File: src/rtl/otbn_pq_wb_merge_if.sv
// otbn_pq_wb_merge_if: ALU beat input and merged writeback output bundle.
interface otbn_pq_wb_merge_if #(
  parameter int PQLEN = 32,
  parameter int WLEN  = 256
);
  localparam int NLANES = WLEN / PQLEN;
  logic              valid_i;
  logic              ready_o;
  logic              dual_i;
  logic [WLEN-1:0]   rs0_i;
  logic [WLEN-1:0]   rs1_i;
  logic [WLEN-1:0]   rd_i;
  logic [2:0]        lane_a_i;
  logic [2:0]        lane_b_i;
  logic [2:0]        lane_d_i;
  logic              flush_i;
  logic              wb_valid_o;
  logic              wb_ready_i;
  logic [WLEN-1:0]   wdata_a_o;
  logic [WLEN-1:0]   wdata_b_o;
  logic [NLANES-1:0] wen_a_o;
  logic [NLANES-1:0] wen_b_o;
  logic              dual_o;
  modport slave (
    input  valid_i, dual_i, rs0_i, rs1_i, rd_i, lane_a_i, lane_b_i, lane_d_i, flush_i, wb_ready_i,
    output ready_o, wb_valid_o, wdata_a_o, wdata_b_o, wen_a_o, wen_b_o, dual_o
  );
  modport master (
    output valid_i, dual_i, rs0_i, rs1_i, rd_i, lane_a_i, lane_b_i, lane_d_i, flush_i, wb_ready_i,
    input  ready_o, wb_valid_o, wdata_a_o, wdata_b_o, wen_a_o, wen_b_o, dual_o
  );
endinterface

File: src/rtl/otbn_pq_wb_merge.sv
// otbn_pq_wb_merge: merges per-lane ALU results into full WDR writebacks.
module otbn_pq_wb_merge #(
  parameter int PQLEN = 32,
  parameter int WLEN  = 256
) (
  input logic clk_i,
  input logic rst_i,
  otbn_pq_wb_merge_if.slave bus
);
  localparam int NLANES = WLEN / PQLEN;
  typedef enum logic [1:0] {EMPTY, FILL, DRAIN} state_e;
  state_e state, state_n;
  logic [WLEN-1:0] buf_a, buf_b, buf_a_n, buf_b_n, src_a;
  logic [NLANES-1:0] mask_a, mask_b, mask_a_n, mask_b_n;
  logic [2:0] sel_a;
  logic mode, mode_n, ready, acc, full;
  // a mode change stalls the beat on dual_i/mode only, never on valid_i
  assign ready = state == EMPTY || (state == FILL && bus.dual_i == mode);
  assign acc   = bus.valid_i && ready;
  assign src_a = bus.dual_i ? bus.rs0_i : bus.rd_i;
  assign sel_a = bus.dual_i ? bus.lane_a_i : bus.lane_d_i;
  always_comb begin
    buf_a_n  = buf_a;
    buf_b_n  = buf_b;
    mask_a_n = mask_a;
    mask_b_n = mask_b;
    mode_n   = (state == EMPTY && acc) ? bus.dual_i : mode;
    state_n  = state;
    for (int i = 0; i < NLANES; i++) begin
      if (acc && sel_a == 3'(i)) begin
        buf_a_n[i*PQLEN +: PQLEN] = src_a[i*PQLEN +: PQLEN];
        mask_a_n[i] = 1'b1;
      end
      if (acc && bus.dual_i && bus.lane_b_i == 3'(i)) begin
        buf_b_n[i*PQLEN +: PQLEN] = bus.rs1_i[i*PQLEN +: PQLEN];
        mask_b_n[i] = 1'b1;
      end
    end
    full = &mask_a_n && (!mode_n || &mask_b_n);
    case (state)
      EMPTY: state_n = acc ? ((bus.flush_i || full) ? DRAIN : FILL) : EMPTY;
      FILL:  state_n = (bus.flush_i || full || (bus.valid_i && !ready)) ? DRAIN : FILL;
      default: begin
        if (bus.wb_ready_i) begin
          state_n  = EMPTY;
          buf_a_n  = '0;
          buf_b_n  = '0;
          mask_a_n = '0;
          mask_b_n = '0;
          mode_n   = 1'b0;
        end
      end
    endcase
  end
  always_ff @(posedge clk_i or posedge rst_i) begin
    if (rst_i) begin
      state  <= EMPTY;
      buf_a  <= '0;
      buf_b  <= '0;
      mask_a <= '0;
      mask_b <= '0;
      mode   <= 1'b0;
    end else begin
      state  <= state_n;
      buf_a  <= buf_a_n;
      buf_b  <= buf_b_n;
      mask_a <= mask_a_n;
      mask_b <= mask_b_n;
      mode   <= mode_n;
    end
  end
  assign bus.ready_o    = ready;
  assign bus.wb_valid_o = state == DRAIN;
  assign bus.wdata_a_o  = buf_a;
  assign bus.wdata_b_o  = buf_b;
  assign bus.wen_a_o    = mask_a;
  assign bus.wen_b_o    = mask_b;
  assign bus.dual_o     = mode;
endmodule

File: src/flat_wrapper.sv
// flat-port wrapper written by rule: the top's interface ports become plain ports
module otbn_pq_wb_merge_flat 
#(
  parameter int PQLEN = 32,
  parameter int WLEN  = 256
)
  (clk_i, rst_i, bus_valid_i, bus_dual_i, bus_rs0_i, bus_rs1_i, bus_rd_i, bus_lane_a_i, bus_lane_b_i, bus_lane_d_i, bus_flush_i, bus_wb_ready_i, bus_ready_o, bus_wb_valid_o, bus_wdata_a_o, bus_wdata_b_o, bus_wen_a_o, bus_wen_b_o, bus_dual_o);
  otbn_pq_wb_merge_if #(.PQLEN(PQLEN), .WLEN(WLEN)) bus_i ();
  input logic clk_i;
  input logic rst_i;
  input wire logic [$bits(bus_i.valid_i)-1:0] bus_valid_i;
  input wire logic [$bits(bus_i.dual_i)-1:0] bus_dual_i;
  input wire logic [$bits(bus_i.rs0_i)-1:0] bus_rs0_i;
  input wire logic [$bits(bus_i.rs1_i)-1:0] bus_rs1_i;
  input wire logic [$bits(bus_i.rd_i)-1:0] bus_rd_i;
  input wire logic [$bits(bus_i.lane_a_i)-1:0] bus_lane_a_i;
  input wire logic [$bits(bus_i.lane_b_i)-1:0] bus_lane_b_i;
  input wire logic [$bits(bus_i.lane_d_i)-1:0] bus_lane_d_i;
  input wire logic [$bits(bus_i.flush_i)-1:0] bus_flush_i;
  input wire logic [$bits(bus_i.wb_ready_i)-1:0] bus_wb_ready_i;
  output wire logic [$bits(bus_i.ready_o)-1:0] bus_ready_o;
  output wire logic [$bits(bus_i.wb_valid_o)-1:0] bus_wb_valid_o;
  output wire logic [$bits(bus_i.wdata_a_o)-1:0] bus_wdata_a_o;
  output wire logic [$bits(bus_i.wdata_b_o)-1:0] bus_wdata_b_o;
  output wire logic [$bits(bus_i.wen_a_o)-1:0] bus_wen_a_o;
  output wire logic [$bits(bus_i.wen_b_o)-1:0] bus_wen_b_o;
  output wire logic [$bits(bus_i.dual_o)-1:0] bus_dual_o;
  assign bus_i.valid_i = bus_valid_i;
  assign bus_i.dual_i = bus_dual_i;
  assign bus_i.rs0_i = bus_rs0_i;
  assign bus_i.rs1_i = bus_rs1_i;
  assign bus_i.rd_i = bus_rd_i;
  assign bus_i.lane_a_i = bus_lane_a_i;
  assign bus_i.lane_b_i = bus_lane_b_i;
  assign bus_i.lane_d_i = bus_lane_d_i;
  assign bus_i.flush_i = bus_flush_i;
  assign bus_i.wb_ready_i = bus_wb_ready_i;
  assign bus_ready_o = bus_i.ready_o;
  assign bus_wb_valid_o = bus_i.wb_valid_o;
  assign bus_wdata_a_o = bus_i.wdata_a_o;
  assign bus_wdata_b_o = bus_i.wdata_b_o;
  assign bus_wen_a_o = bus_i.wen_a_o;
  assign bus_wen_b_o = bus_i.wen_b_o;
  assign bus_dual_o = bus_i.dual_o;
  otbn_pq_wb_merge #(.PQLEN(PQLEN), .WLEN(WLEN)) u_core (.clk_i(clk_i), .rst_i(rst_i), .bus(bus_i));
endmodule
File: config.mk
export PLATFORM = sky130hd
export DESIGN_NAME = otbn_pq_wb_merge_flat
export DESIGN_NICKNAME = d
export VERILOG_FILES = /design/src/rtl/otbn_pq_wb_merge_if.sv /design/src/rtl/otbn_pq_wb_merge.sv /design/src/flat_wrapper.sv
export SDC_FILE = /design/constraint.sdc
export NUM_CORES = 1
export LEC_CHECK = 0
export CAP_MARGIN = 30
export CORE_AREA = 2 2 508 510
export CTS_BUF_LIST = sky130_fd_sc_hd__clkbuf_2 sky130_fd_sc_hd__clkbuf_4 sky130_fd_sc_hd__clkbuf_8
export CTS_CLUSTER_DIAMETER = 80
export DETAILED_ROUTE_END_ITERATION = 6
export DIE_AREA = 0 0 510 512
export PLACE_DENSITY_LB_ADDON = 0.2
export SLEW_MARGIN = 20
export SYNTH_ARGS = -nofsm -noshare
export SYNTH_HDL_FRONTEND = slang
export SYNTH_SLANG_ARGS = --single-unit
File: constraint.sdc
create_clock -name clk_i -period 28.6 [get_ports clk_i]
set_clock_uncertainty 0.05 [all_clocks]
set_input_delay 5.72 -clock clk_i [delete_from_list [all_inputs] [get_ports clk_i]]
set_output_delay 5.72 -clock clk_i [all_outputs]
set_load 0.02 [all_outputs]
==> summary by stage <==
Pwr
The overall power of the completed layout is 3.248 mW. The maximum vdd drop is roughly 0.000035 V. The analysis attributes to cell leakage a power of 16.70 nW. Dividing total power by cell area gives a power density of 75.34 nW/um^2.

Global route
The largest net degree at the start of global routing is 149. The final global-route overflow total is 0. The via count of the first global-routing pass is 24617. The initial antenna violation count is 38. Across every metal layer, demand over resource in global routing totals 0.1311. The first global-routing pass estimated around 230 mm of wire.

Clocking
No sink is reached through more buffers than the 3 on the longest clock path. The number of gates resized after CTS is 0. The clock drives 531 sinks. The clock slew at the register clock pins of the worst setup and hold paths is approximately 0.060 ns. In this run, post-CTS hold repair placed 0 buffers. The tree is rooted in a clkbuf_8. The number of setup buffers added after CTS is 0. The clock tree synthesis step divided the H-tree into 3 levels. The number of buffers inserted during clock tree synthesis is ~120. The TritonCTS clock tree is done.

The later-pin clock latency in the skew report is 0.86 ns.

Finish
The area growth from synthesis to layout is 83.46%. Leaving out fill and tap cells, the most frequent cells in the layout are clkdlybuf4s50_1, dfrtp_1, nand2_1. The layout filler cell count is 28632. In the final layout, flip-flops and latches occupy approximately 13000 sq um. The final non-filler cell total is 7146. The final layout net count is roughly 4400.

In the final layout, the share of cells above drive strength 1 is 0.07475. Leaving out fill and tap cells, the most frequent cell in the layout is clkdlybuf4s50_1. Summing all multi-input logic gate instances after layout gives 9445 sq um.

Placed design
The total of buffers placed on input and output ports is 1313. The placed wire-length estimate is approximately 150 mm. The placed cell count is 6926.

The global placement routability congestion is 0.8862.

STA
The highest attainable clock frequency is 76.75 MHz. The post-layout minimum cycle time is between 10 and 15 ns. The number of max-slew violations in the final report is 0. After routing, the total negative slack on setup checks comes to 0 ns. The slew at the pin with the worst max-slew slack is a little under 1 ns. The number of failing hold endpoints at the final stage was 0.

In the finished design, the share of the clock period the worst path needs comes to 0.4556. In this run the tightest slew margin relative to its limit is 0.3389. Setup violations remaining at the end of the flow were counted as 0.

Setup repair after global routing left no endpoint under its margin. The worst hold slack is around 0.47 ns.

Yosys
The sequential-to-total area share from yosys stat is 0.5655. Each instance of the synthesized netlist takes up on average between 9 and 10 sq um. The cell area after synthesis is between 20000 and 25000 sq um. The number of warnings reported in the yosys synthesis log is 0. Synthesis instantiated 39 different standard cells from the library.

The cell count after synthesis came out at about 2400. The net count after synthesis is ~3200. The post-synthesis register bit count is 531.

Routing
The antenna violation net count after detailed routing is 0. The average wire per standard cell is roughly 25 um. The total number of vias is between 20000 and 25000.

Dividing the detail-routed via count by the number of cells gives approximately 3.3. The total wirelength of the detailed-routed design is 178.0 mm. The pre-antenna-repair detailed-routing pass consisted of 6 iterations. The final routed DRC violation total is 0. The first routing iteration left around 1100 violations.

Die
The die covers about 260000 sq um. The starting density of the core is 0.09187. The number of rows created at floorplan is approximately 190. The core box area is 255800 sq um. The floorplan step set the die width to just over 500 um. The number of top-level design ports is between 1000 and 1500. The die span in y is slightly above 500 um.

Setup path
STA classifies the critical path endpoint as a primary output. The kind of critical path is primary input to primary output. Of all nets on the critical path, the largest fanout is 28. The startpoint class of the critical path is a primary input. STA puts the critical path data required time at around 23 ns.

The endpoint arrival time on the critical path is between 7 and 8 ns.

Job
The tool flagged a number of max-cap violations equal to 0.

Status
The run finished with clean final reports.

Hold path
The classification of the worst-slack hold path is flip-flop to flip-flop.
area by class of cell:
cell class                 instances  share of cell area
sequential                       531              0.3082
clock inverter                    27            0.007575
timing repair buffer            1358              0.3158
inverter                           4           0.0005224
clock buffer                     175             0.04963
multi-input combinational       1651              0.2191
antenna                           16           0.0009288
tap                             3384             0.09822
kinds of logic (layout without fill, tap and decap cells):
kind of cell	Yosys count	count (layout)	synth area share
xor gates and xnor gates	1	1	0.0006924
buffers and inverters	208	1564	0.03573
AOI/OAI and AO/OA	536	536	0.1456
muxes	261	261	0.1115
and+or+nand+nor	853	853	0.1410
other	0	16	0
DFF	531	531	0.5655
layer usage:
layer  GRT usage  up-vias  wire length (um)
li1            -    10812                 -
met1      0.1537    11180             71710
met2      0.2054     1143             78840
met3     0.07146      189             22900
met4     0.03500       12              4494
met5           0        -                79
state kept, by name, indices dropped and copies added (netlist names):
name                  flops
u_core.bus.dual_o         1
u_core.bus.wdata_a_o    256
u_core.bus.wen_b_o        8
u_core.state              2
u_core.bus.wen_a_o        8
u_core.bus.wdata_b_o    256
synth_stat cells:
library cell  number  area (sq um)
and4bb_2           1         12.51
a21oi_1          257          1286
a211oi_2           2         25.02
mux2i_1          258          2582
or3_1              2         12.51
a311oi_1           1         8.760
clkbuf_1         140         525.5
nor2b_1            6         37.54
nand3_1            9         45.04
o32ai_1            2         17.52
a2bb2oi_1          2         17.52
a211oi_4           1         20.02
a21o_1             3         22.52
or4b_4             1         13.76
nand2_1          518          1944
a221oi_1           1         8.760
a211oi_1         256          1922
mux2_2             2         22.52
and4b_1            1         10.01
and3_1             2         12.51
nor3_1             3         15.01
buf_2             35         175.2
a32oi_1            3         26.28
inv_1              4         15.01
o21bai_1           1         7.510
a41oi_1            2         17.52
buf_6              2         22.52
a32o_1             2         20.02
xor2_2             1         16.27
nor2_1           292          1096
nand3b_1           1         7.510
a31oi_1            2         12.51
mux2_4             1         15.01
nand4_1            4         25.02
nand2b_1           3         18.77
dfrtp_1          531         13290
o2bb2ai_1          1         8.760
and2_1            10         62.56
buf_1             27         101.4
final timing paths:
check                      cells after the start  slack, ns                         to                       from
max                                            4      15.57                bus_ready_o                 bus_dual_i
min                                            2       0.47  u_core.bus.wdata_b_o[167]  u_core.bus.wdata_b_o[167]
max reg2reg                                    5      24.63   u_core.bus.wdata_a_o[57]            u_core.state[1]
min reg2reg                                    2       0.47  u_core.bus.wdata_b_o[167]  u_core.bus.wdata_b_o[167]
max in group asynchronous                      7      19.84  u_core.bus.wdata_b_o[197]                      rst_i
min in group asynchronous                      2       5.29    u_core.bus.wdata_a_o[7]                      rst_i
power breakdown:
group          switching [mW]  internal (mW)  leakage (nW)  total, mW
combinational           0.752          0.521          8.14       1.27
sequential              0.117          0.926          7.24       1.04
clock                   0.410          0.523          1.31      0.932
worst max-delay path, stage by stage:
cell and delay [ns]:
buf_8 0.26, xor2_2 0.21, a21oi_1 0.33, clkdlybuf4s50_1 0.67
metrics by stage:
stage          area (sq um)  utilization  setup WS, ns
2_1_floorplan         23500            -         7.991
3_3_place_gp          40450       0.1581         15.45
3_5_place_dp          40550       0.1585         15.51
4_1_cts               43010       0.1682         15.51
5_1_grt               43090       0.1685         15.50
6_report              43110       0.1686         15.57
No activity file was read; power rests on OpenSTA's default activity.
